## src/rtl/des_subkey_sequencer.sv

```systemverilog
// des_subkey_sequencer
// Sequential DES key schedule. A 64-bit key is loaded on an accepted start and
// the 16 round subkeys are then presented one per valid/ready handshake:
// K1..K16 (left rotations) for encryption, K16..K1 (right rotations) for
// decryption. Bit numbering is DES numbering: index 1 is DES bit 1.
//
// Ports:
//   clk           rising-edge clock
//   rst           asynchronous active-high reset
//   start         request a new schedule (accepted only while busy=0)
//   decrypt       direction, sampled with an accepted start (1 = K16 first)
//   key_in[64:1]  DES key bits 1..64 (bit 0 and parity bits ignored)
//   subkey_out    [48:1] current subkey, bit 0 tied to 0
//   subkey_valid  subkey_out and round_idx are valid
//   subkey_ready  consumer accepts the current subkey
//   round_idx     round number (1..16) of the subkey on subkey_out
//   busy          schedule in progress
//   done          one-cycle pulse after the 16th handshake
//
// Handshake: a subkey transfers on a rising edge where subkey_valid and
// subkey_ready are both high. While valid is high and ready is low,
// subkey_out and round_idx hold; valid never drops without a transfer
// (except on reset).
module des_subkey_sequencer (
  input  logic        clk,
  input  logic        rst,
  input  logic        start,
  input  logic        decrypt,
  input  logic [64:0] key_in,
  output logic [48:0] subkey_out,
  output logic        subkey_valid,
  input  logic        subkey_ready,
  output logic [4:0]  round_idx,
  output logic        busy,
  output logic        done
);

  typedef enum logic {S_IDLE, S_EMIT} state_t;

  localparam logic [6:0] PC1_TAB [0:55] = '{
    57, 49, 41, 33, 25, 17,  9,  1, 58, 50, 42, 34, 26, 18,
    10,  2, 59, 51, 43, 35, 27, 19, 11,  3, 60, 52, 44, 36,
    63, 55, 47, 39, 31, 23, 15,  7, 62, 54, 46, 38, 30, 22,
    14,  6, 61, 53, 45, 37, 29, 21, 13,  5, 28, 20, 12,  4};

  localparam logic [5:0] PC2_TAB [0:47] = '{
    14, 17, 11, 24,  1,  5,  3, 28, 15,  6, 21, 10,
    23, 19, 12,  4, 26,  8, 16,  7, 27, 20, 13,  2,
    41, 52, 31, 37, 47, 55, 30, 40, 51, 45, 33, 48,
    44, 49, 39, 56, 34, 53, 46, 42, 50, 36, 29, 32};

  state_t      r_state, w_state_next;
  logic [1:28] r_c, r_d, w_c_next, w_d_next;
  logic        r_dec, w_dec_next;
  logic [4:0]  r_round, w_round_next;
  logic        r_done, w_done_next;
  logic [1:56] w_pc1;
  logic [1:56] w_cd;
  logic        w_unused_bits;

  // Parity bits and bit 0 never reach PC-1.
  assign w_unused_bits = ^{key_in[0], key_in[8], key_in[16], key_in[24],
                           key_in[32], key_in[40], key_in[48], key_in[56],
                           key_in[64]};

  // Shift amount of round r is 2 except for rounds 1, 2, 9 and 16.
  function automatic logic shift_two(input logic [4:0] r);
    return !(r == 5'd1 || r == 5'd2 || r == 5'd9 || r == 5'd16);
  endfunction

  // Packed [1:28] keeps DES bit 1 at the MSB, so a DES left rotation moves
  // bit 2 into position 1.
  function automatic logic [1:28] rot_l(input logic [1:28] x, input logic two);
    return two ? {x[3:28], x[1:2]} : {x[2:28], x[1]};
  endfunction

  function automatic logic [1:28] rot_r(input logic [1:28] x, input logic two);
    return two ? {x[27:28], x[1:26]} : {x[28], x[1:27]};
  endfunction

  always_comb begin
    w_pc1 = '0;
    for (int k = 0; k < 56; k++) w_pc1[k+1] = key_in[PC1_TAB[k]];
  end

  assign w_cd = {r_c, r_d};

  always_comb begin
    subkey_out = '0;
    for (int j = 0; j < 48; j++) subkey_out[j+1] = w_cd[PC2_TAB[j]];
  end

  always_ff @(posedge clk or posedge rst) begin
    if (rst) begin
      r_state <= S_IDLE;
      r_c     <= '0;
      r_d     <= '0;
      r_dec   <= 1'b0;
      r_round <= '0;
      r_done  <= 1'b0;
    end else begin
      r_state <= w_state_next;
      r_c     <= w_c_next;
      r_d     <= w_d_next;
      r_dec   <= w_dec_next;
      r_round <= w_round_next;
      r_done  <= w_done_next;
    end
  end

  always_comb begin
    w_state_next = r_state;
    w_c_next     = r_c;
    w_d_next     = r_d;
    w_dec_next   = r_dec;
    w_round_next = r_round;
    w_done_next  = 1'b0;
    case (r_state)
      S_IDLE: begin
        if (start) begin
          w_dec_next   = decrypt;
          w_state_next = S_EMIT;
          if (decrypt) begin
            // Total shift over 16 rounds is 28, so C16/D16 equal C0/D0.
            w_c_next     = w_pc1[1:28];
            w_d_next     = w_pc1[29:56];
            w_round_next = 5'd16;
          end else begin
            w_c_next     = rot_l(w_pc1[1:28], 1'b0);
            w_d_next     = rot_l(w_pc1[29:56], 1'b0);
            w_round_next = 5'd1;
          end
        end
      end
      S_EMIT: begin
        if (subkey_ready) begin
          if (!r_dec) begin
            if (r_round == 5'd16) begin
              w_state_next = S_IDLE;
              w_done_next  = 1'b1;
            end else begin
              w_c_next     = rot_l(r_c, shift_two(r_round + 5'd1));
              w_d_next     = rot_l(r_d, shift_two(r_round + 5'd1));
              w_round_next = r_round + 5'd1;
            end
          end else begin
            // Undo this round's shift; on the final handshake (s(1)=1) this
            // returns C/D to PC1(key).
            w_c_next = rot_r(r_c, shift_two(r_round));
            w_d_next = rot_r(r_d, shift_two(r_round));
            if (r_round == 5'd1) begin
              w_state_next = S_IDLE;
              w_done_next  = 1'b1;
            end else begin
              w_round_next = r_round - 5'd1;
            end
          end
        end
      end
      default: w_state_next = S_IDLE;
    endcase
  end

  assign busy         = (r_state == S_EMIT);
  assign subkey_valid = (r_state == S_EMIT);
  assign round_idx    = r_round;
  assign done         = r_done;

endmodule

```

## config.mk

```make
export PLATFORM = sky130hd
export DESIGN_NAME = des_subkey_sequencer
export DESIGN_NICKNAME = d
export VERILOG_FILES = /design/src/rtl/des_subkey_sequencer.sv
export SDC_FILE = /design/constraint.sdc
export NUM_CORES = 1
export LEC_CHECK = 0
export CORE_MARGIN = 8
export CORE_UTILIZATION = 40
export DETAILED_ROUTE_END_ITERATION = 8
export PLACE_DENSITY = 0.69
export SYNTH_ARGS = -nofsm -noshare
export SYNTH_HDL_FRONTEND = slang
export SYNTH_SLANG_ARGS = --single-unit
```

## constraint.sdc

```tcl
create_clock -name clk -period 4.16 [get_ports clk]
set_clock_uncertainty 0.2 [all_clocks]
set_input_delay 0.832 -clock clk [delete_from_list [all_inputs] [get_ports clk]]
set_output_delay 0.832 -clock clk [all_outputs]
set_load 0.1 [all_outputs]
```

==> results_dict.tcl, run 1 <==
set metrics [dict create \
    ys_types 45 \
    status "finished clean" \
    slowest_stage "clkdlybuf4s50_1" \
    clock_path_buffers 2 \
    crit_chain "clkdlybuf4s50_1" \
    vias_per_cell 6.28 \
    timing.critical_path.buf_inv 1 \
    core_um2 15700 \
    rows 46 \
    fin_crit_ns 3.24 \
    cts_root_buf "clkbuf_16" \
    setup_violations 0 \
    crit_fanout 11 \
    cts_setup_buffers 0 \
    num_vias 6711 \
    track_usage 0.202 \
    synthFlopType "dfrtp_1" \
    syn_area_per_cell_um2 7.50 \
    cts_sinks 64 \
    holdWs_ns 0.427 \
    wirelength_mm 20.9 \
    wl_per_cell_um 19.5 \
    syn-instance-count 846 \
    cts-buffers-inserted 9 \
    numPortBuffers 116 \
    ant_nets 0 \
    grt_remaining_overflow 0 \
    dieArea_um2 20100 \
    syn_nets 922 \
    synth_edf_count 0 \
    slew_viol_final 0 \
    final-seq-area_um2 1600 \
    rsz0062_at_grt "false" \
    area_growth_pct 17.9 \
    ctsHoldBuffers 0 \
    grt_pass1_vias 6107 \
    place.gp.congestion 0.822 \
    cpPeakStageDelay_ns 1.23 \
    drtPass1Iterations 7 \
    async_flop_share 1.00 \
    io_pins 127 \
    nets 924 \
    drive_gt1_frac 0.0645 \
    initial_core_util 0.404 \
    hold-path-cell-count 2 \
    path_clk_slew_ns 0.06 \
    crit_required_ns 3.13 \
    cts_tree "done" \
    post-route-period-util 0.778 \
    fillers 1559 \
    relSlewSlack 0.302 \
    grt_pass1_wl_mm 33.6 \
    hp-class "flip-flop to flip-flop" \
    crit_cells 1 \
    worstSetupPathType "flip-flop to primary output" \
    final_cell_count_no_fill 1069 \
    antenna_found_initial 0 \
    multi_input_area_um2 3940 \
    critPathLaunchType "flip-flop" \
    worst_pin_slew_ns 1.04 \
    grt_start_max_net_pins 80 \
    num_antenna_cells 0 \
    timing.setup.tns_ns 0 \
    yosys_warnings 0 \
    drc 0 \
    dp_hpwl_mm 12.8 \
    cp_top_family "buffers and inverters" \
    clk_latency_ns 0.34 \
    die_x_um 142 \
    cp.arrival_ns 2.20 \
    cp-end-kind "primary output" \
    htreeDepth 3 \
    timing.fmax_mhz 309 \
    dp.cells 1053 \
    reg2regPathDepth 7 \
    cts_resized 0 \
    drtIter0Drc 737 \
    ys_seq_area_frac 0.253 \
    hold_viol_final 0 \
    drv_cap 0 \
    ys_seq_elements 64 \
    syn-cell-area_um2 6340 \
    die_h_um 142 \
]
[stage by stage]
| step | instance area [µm²] | util | setup WS, ns |
|---|---|---|---|
| 4_1_cts | 7480 | 0.476 | 0.909 |
| 3_5_place_dp | 7180 | 0.457 | 0.931 |
| 2_1_floorplan | 6340 | - | 1.15 |
| 3_3_place_gp | 7180 | 0.457 | 0.942 |
| 6_report | 7480 | 0.476 | 0.924 |
| 5_1_grt | 7480 | 0.476 | 0.838 |
[layer usage]
metal  up-vias  wire, µm  track usage
met5         -         0            0
met4         0       303       0.0571
met3        31      1900       0.0538
met2       338      9360        0.303
met1      3193      9330        0.279
li1       3149         -            -
[sequential cells by signal, summed over array words and instances (netlist names)]
register / flops
round_idx: 5
r_c: 28
busy: 1
r_d: 28
r_dec: 1
done: 1
[Yosys cell counts (15+ instances only)]
library cell | instances | area, µm²
a31oi_1 | 56 | 350
nor2_1 | 64 | 240
a221oi_1 | 56 | 490
o21ai_1 | 40 | 200
a211oi_1 | 57 | 428
and2_1 | 58 | 363
nand3_1 | 115 | 576
nor2b_1 | 59 | 369
dfrtp_1 | 64 | 1600
clkbuf_1 | 67 | 251
o22ai_1 | 56 | 350
buf_4 | 52 | 390
o21ai_0 | 18 | 90.1
buf_2 | 15 | 75.1
[cell families after synthesis]
kind of cell | count (synthesis) | share of synthesized area
other cells | 1 | 0.000591
simple gates | 316 | 0.263
fa+ha+maj | 6 | 0.0118
flops | 64 | 0.253
buf+inv | 151 | 0.134
xor+xnor | 3 | 0.00533
compound gates | 302 | 0.328
mux | 3 | 0.00493
[layout make-up]
cell class / count / share of cell area
multi-input cells: 631 / 0.527
flip-flops and latches: 64 / 0.214
repair buffers: 137 / 0.180
well taps: 216 / 0.0361
clock buffers: 13 / 0.0348
clock inverters: 3 / 0.00535
inverters: 5 / 0.00251
[placed cells by master (no fill, tap or decap), types with 3 or more instances in the layout]
| cell type | instances |
|---|---|
| a221oi_1 | 56 |
| o22ai_1 | 56 |
| a21oi_1 | 4 |
| nor2b_1 | 58 |
| dfrtp_1 | 63 |
| and2_1 | 58 |
| nand3_1 | 115 |
| buf_12 | 3 |
| inv_1 | 4 |
| nand2_1 | 7 |
| clkdlybuf4s50_1 | 112 |
| nand3b_1 | 3 |
| ha_1 | 6 |
| buf_4 | 22 |
| a211oi_1 | 57 |
| nor2_1 | 63 |
| o21ai_1 | 40 |
| a31oi_1 | 56 |
| clkbuf_16 | 9 |
| o21ai_0 | 17 |
| a32o_1 | 3 |
[worst paths after layout]
check / slack [ns] / startpoint / to
worst min-delay path: 0.43 / r_d[26] / r_d[25]
worst min register to register: 0.43 / r_d[26] / r_d[25]
worst max register to register: 1.18 / busy / r_c[7]
min in group asynchronous: 0.88 / rst / r_c[19]
worst max-delay path: 0.92 / round_idx[2] / round_idx[2]
max in group asynchronous: 2.26 / rst / busy
Power of run 1 is not shown: default switching activity piles up to over one toggle a cycle in this logic, so the estimate is an artifact.
==> run 2: changes to the inputs <==
clock period = 3.1 ns   (was 4.16 ns; I/O delays follow)
==> results_dict.tcl, run 2 (synthesis results as in run 1) <==
set metrics [dict create \
    path_clk_slew_ns 0.06 \
    clock_path_buffers 2 \
    htreeDepth 3 \
    clk_latency_ns 0.34 \
    num_vias 6731 \
    critPathLaunchType "flip-flop" \
    status "finished clean" \
    grt_busiest_layer "met2" \
    crit_fanout 28 \
    wl_per_cell_um 19.4 \
    cts-buffers-inserted 9 \
    hp-class "flip-flop to flip-flop" \
    crit_chain "inv_1, ha_1, nor2_1, a22o_2, o211a_1, buf_4, a221oi_1, a31oi_1" \
    worst_pin_slew_ns 0.873 \
    cts_sinks 64 \
    most-common-layout-cells "115 x nand3_1, 79 x buf_4, 63 x nor2_1, 63 x dfrtp_1, 59 x clkdlybuf4s50_1" \
    setup_violations 0 \
    numPortBuffers 116 \
    final_cell_count_no_fill 1077 \
    ant_nets 0 \
    place.gp.congestion 0.811 \
    initial_core_util 0.404 \
    cts_root_buf "clkbuf_16" \
    timing.setup.tns_ns 0 \
    cp-end-kind "flip-flop" \
    area_growth_pct 17.3 \
    num_antenna_cells 0 \
    fin_crit_ns 2.77 \
    drtIter0Drc 626 \
    grt_remaining_overflow 0 \
    post-route-period-util 0.894 \
    cts_resized 0 \
    drc 0 \
    final_common_cell "nand3_1" \
    grt_start_max_net_pins 65 \
    crit_required_ns 3.11 \
    cp.arrival_ns 2.78 \
    vias_per_cell 6.25 \
    dp_hpwl_mm 13.3 \
    drv_cap 0 \
    cts_setup_buffers 0 \
    nets 932 \
    worstSetupPathType "flip-flop to flip-flop" \
    gr-usage-met3 0.0501 \
    drtPass1Iterations 5 \
    die_h_um 142 \
    cpPeakStageDelay_ns 0.43 \
    slowest_stage "dfrtp_1" \
    die_x_um 142 \
    timing.fmax_mhz 361 \
    antenna_found_initial 0 \
    dp.cells 1061 \
    ctsHoldBuffers 0 \
    core_um2 15700 \
    drive_gt1_frac 0.136 \
    grt_pass1_wl_mm 34.0 \
    slew_viol_final 0 \
    wirelength_mm 20.9 \
    use_met1 0.285 \
    io_pins 127 \
    hold_viol_final 0 \
    grt_use_met2 0.314 \
    relSlewSlack 0.416 \
    dieArea_um2 20100 \
    cts_tree "done" \
    grt_pass1_vias 6275 \
    track_usage 0.206 \
    rows 46 \
    rsz0062_at_grt "false" \
]
run 2: worst paths after layout:
path,cells after the start,to,slack (ns),from
max,8,r_d[20],0.33,round_idx[1]
max in group asynchronous,3,r_d[17],1.91,rst
min reg2reg,2,r_d[15],0.43,r_d[15]
max reg2reg,8,r_d[20],0.33,round_idx[1]
min,2,r_d[15],0.43,r_d[15]
min in group asynchronous,3,r_c[16],0.45,rst
run 2: metrics by stage:
| stage | hold WS (ns) | setup slack [ns] | cell area, µm² | util |
|---|---|---|---|---|
| 6_report | 0.425 | 0.329 | 7440 | 0.473 |
| 5_1_grt | 0.462 | 0.0826 | 7440 | 0.473 |
| 4_1_cts | 0.425 | 0.345 | 7440 | 0.473 |
| 3_5_place_dp | 0.416 | 0.351 | 7150 | 0.455 |
| 3_3_place_gp | 0.407 | 0.397 | 7150 | 0.455 |
| 2_1_floorplan | 0.369 | 0.0887 | 6340 | - |
run 2: routing by layer:
metal	routed length, µm	part of all wire
met5	0	0
met4	225	0.011
met3	1800	0.086
met2	9570	0.46
met1	9280	0.44
run 2: critical path, delay by kind of cell (launching register included):
family                     cells  cell delay [ns]
DFF                            1             0.43
adders and majority gates      1             0.24
buffers and inverters          2             0.50
and+or+nand+nor                1             0.06
AOI/OAI and AO/OA              4             1.19
run 2: final cells by class:
cell class	count	area, µm²
Fill cell	1556	8270
Timing Repair Buffer	145	1320
Sequential cell	64	1600
Inverter	5	18.8
Multi-Input combinational cell	631	3940
Tap cell	216	270
Clock buffer	13	270
Clock inverter	3	15.0
Power of run 2 is left out for the same reason.
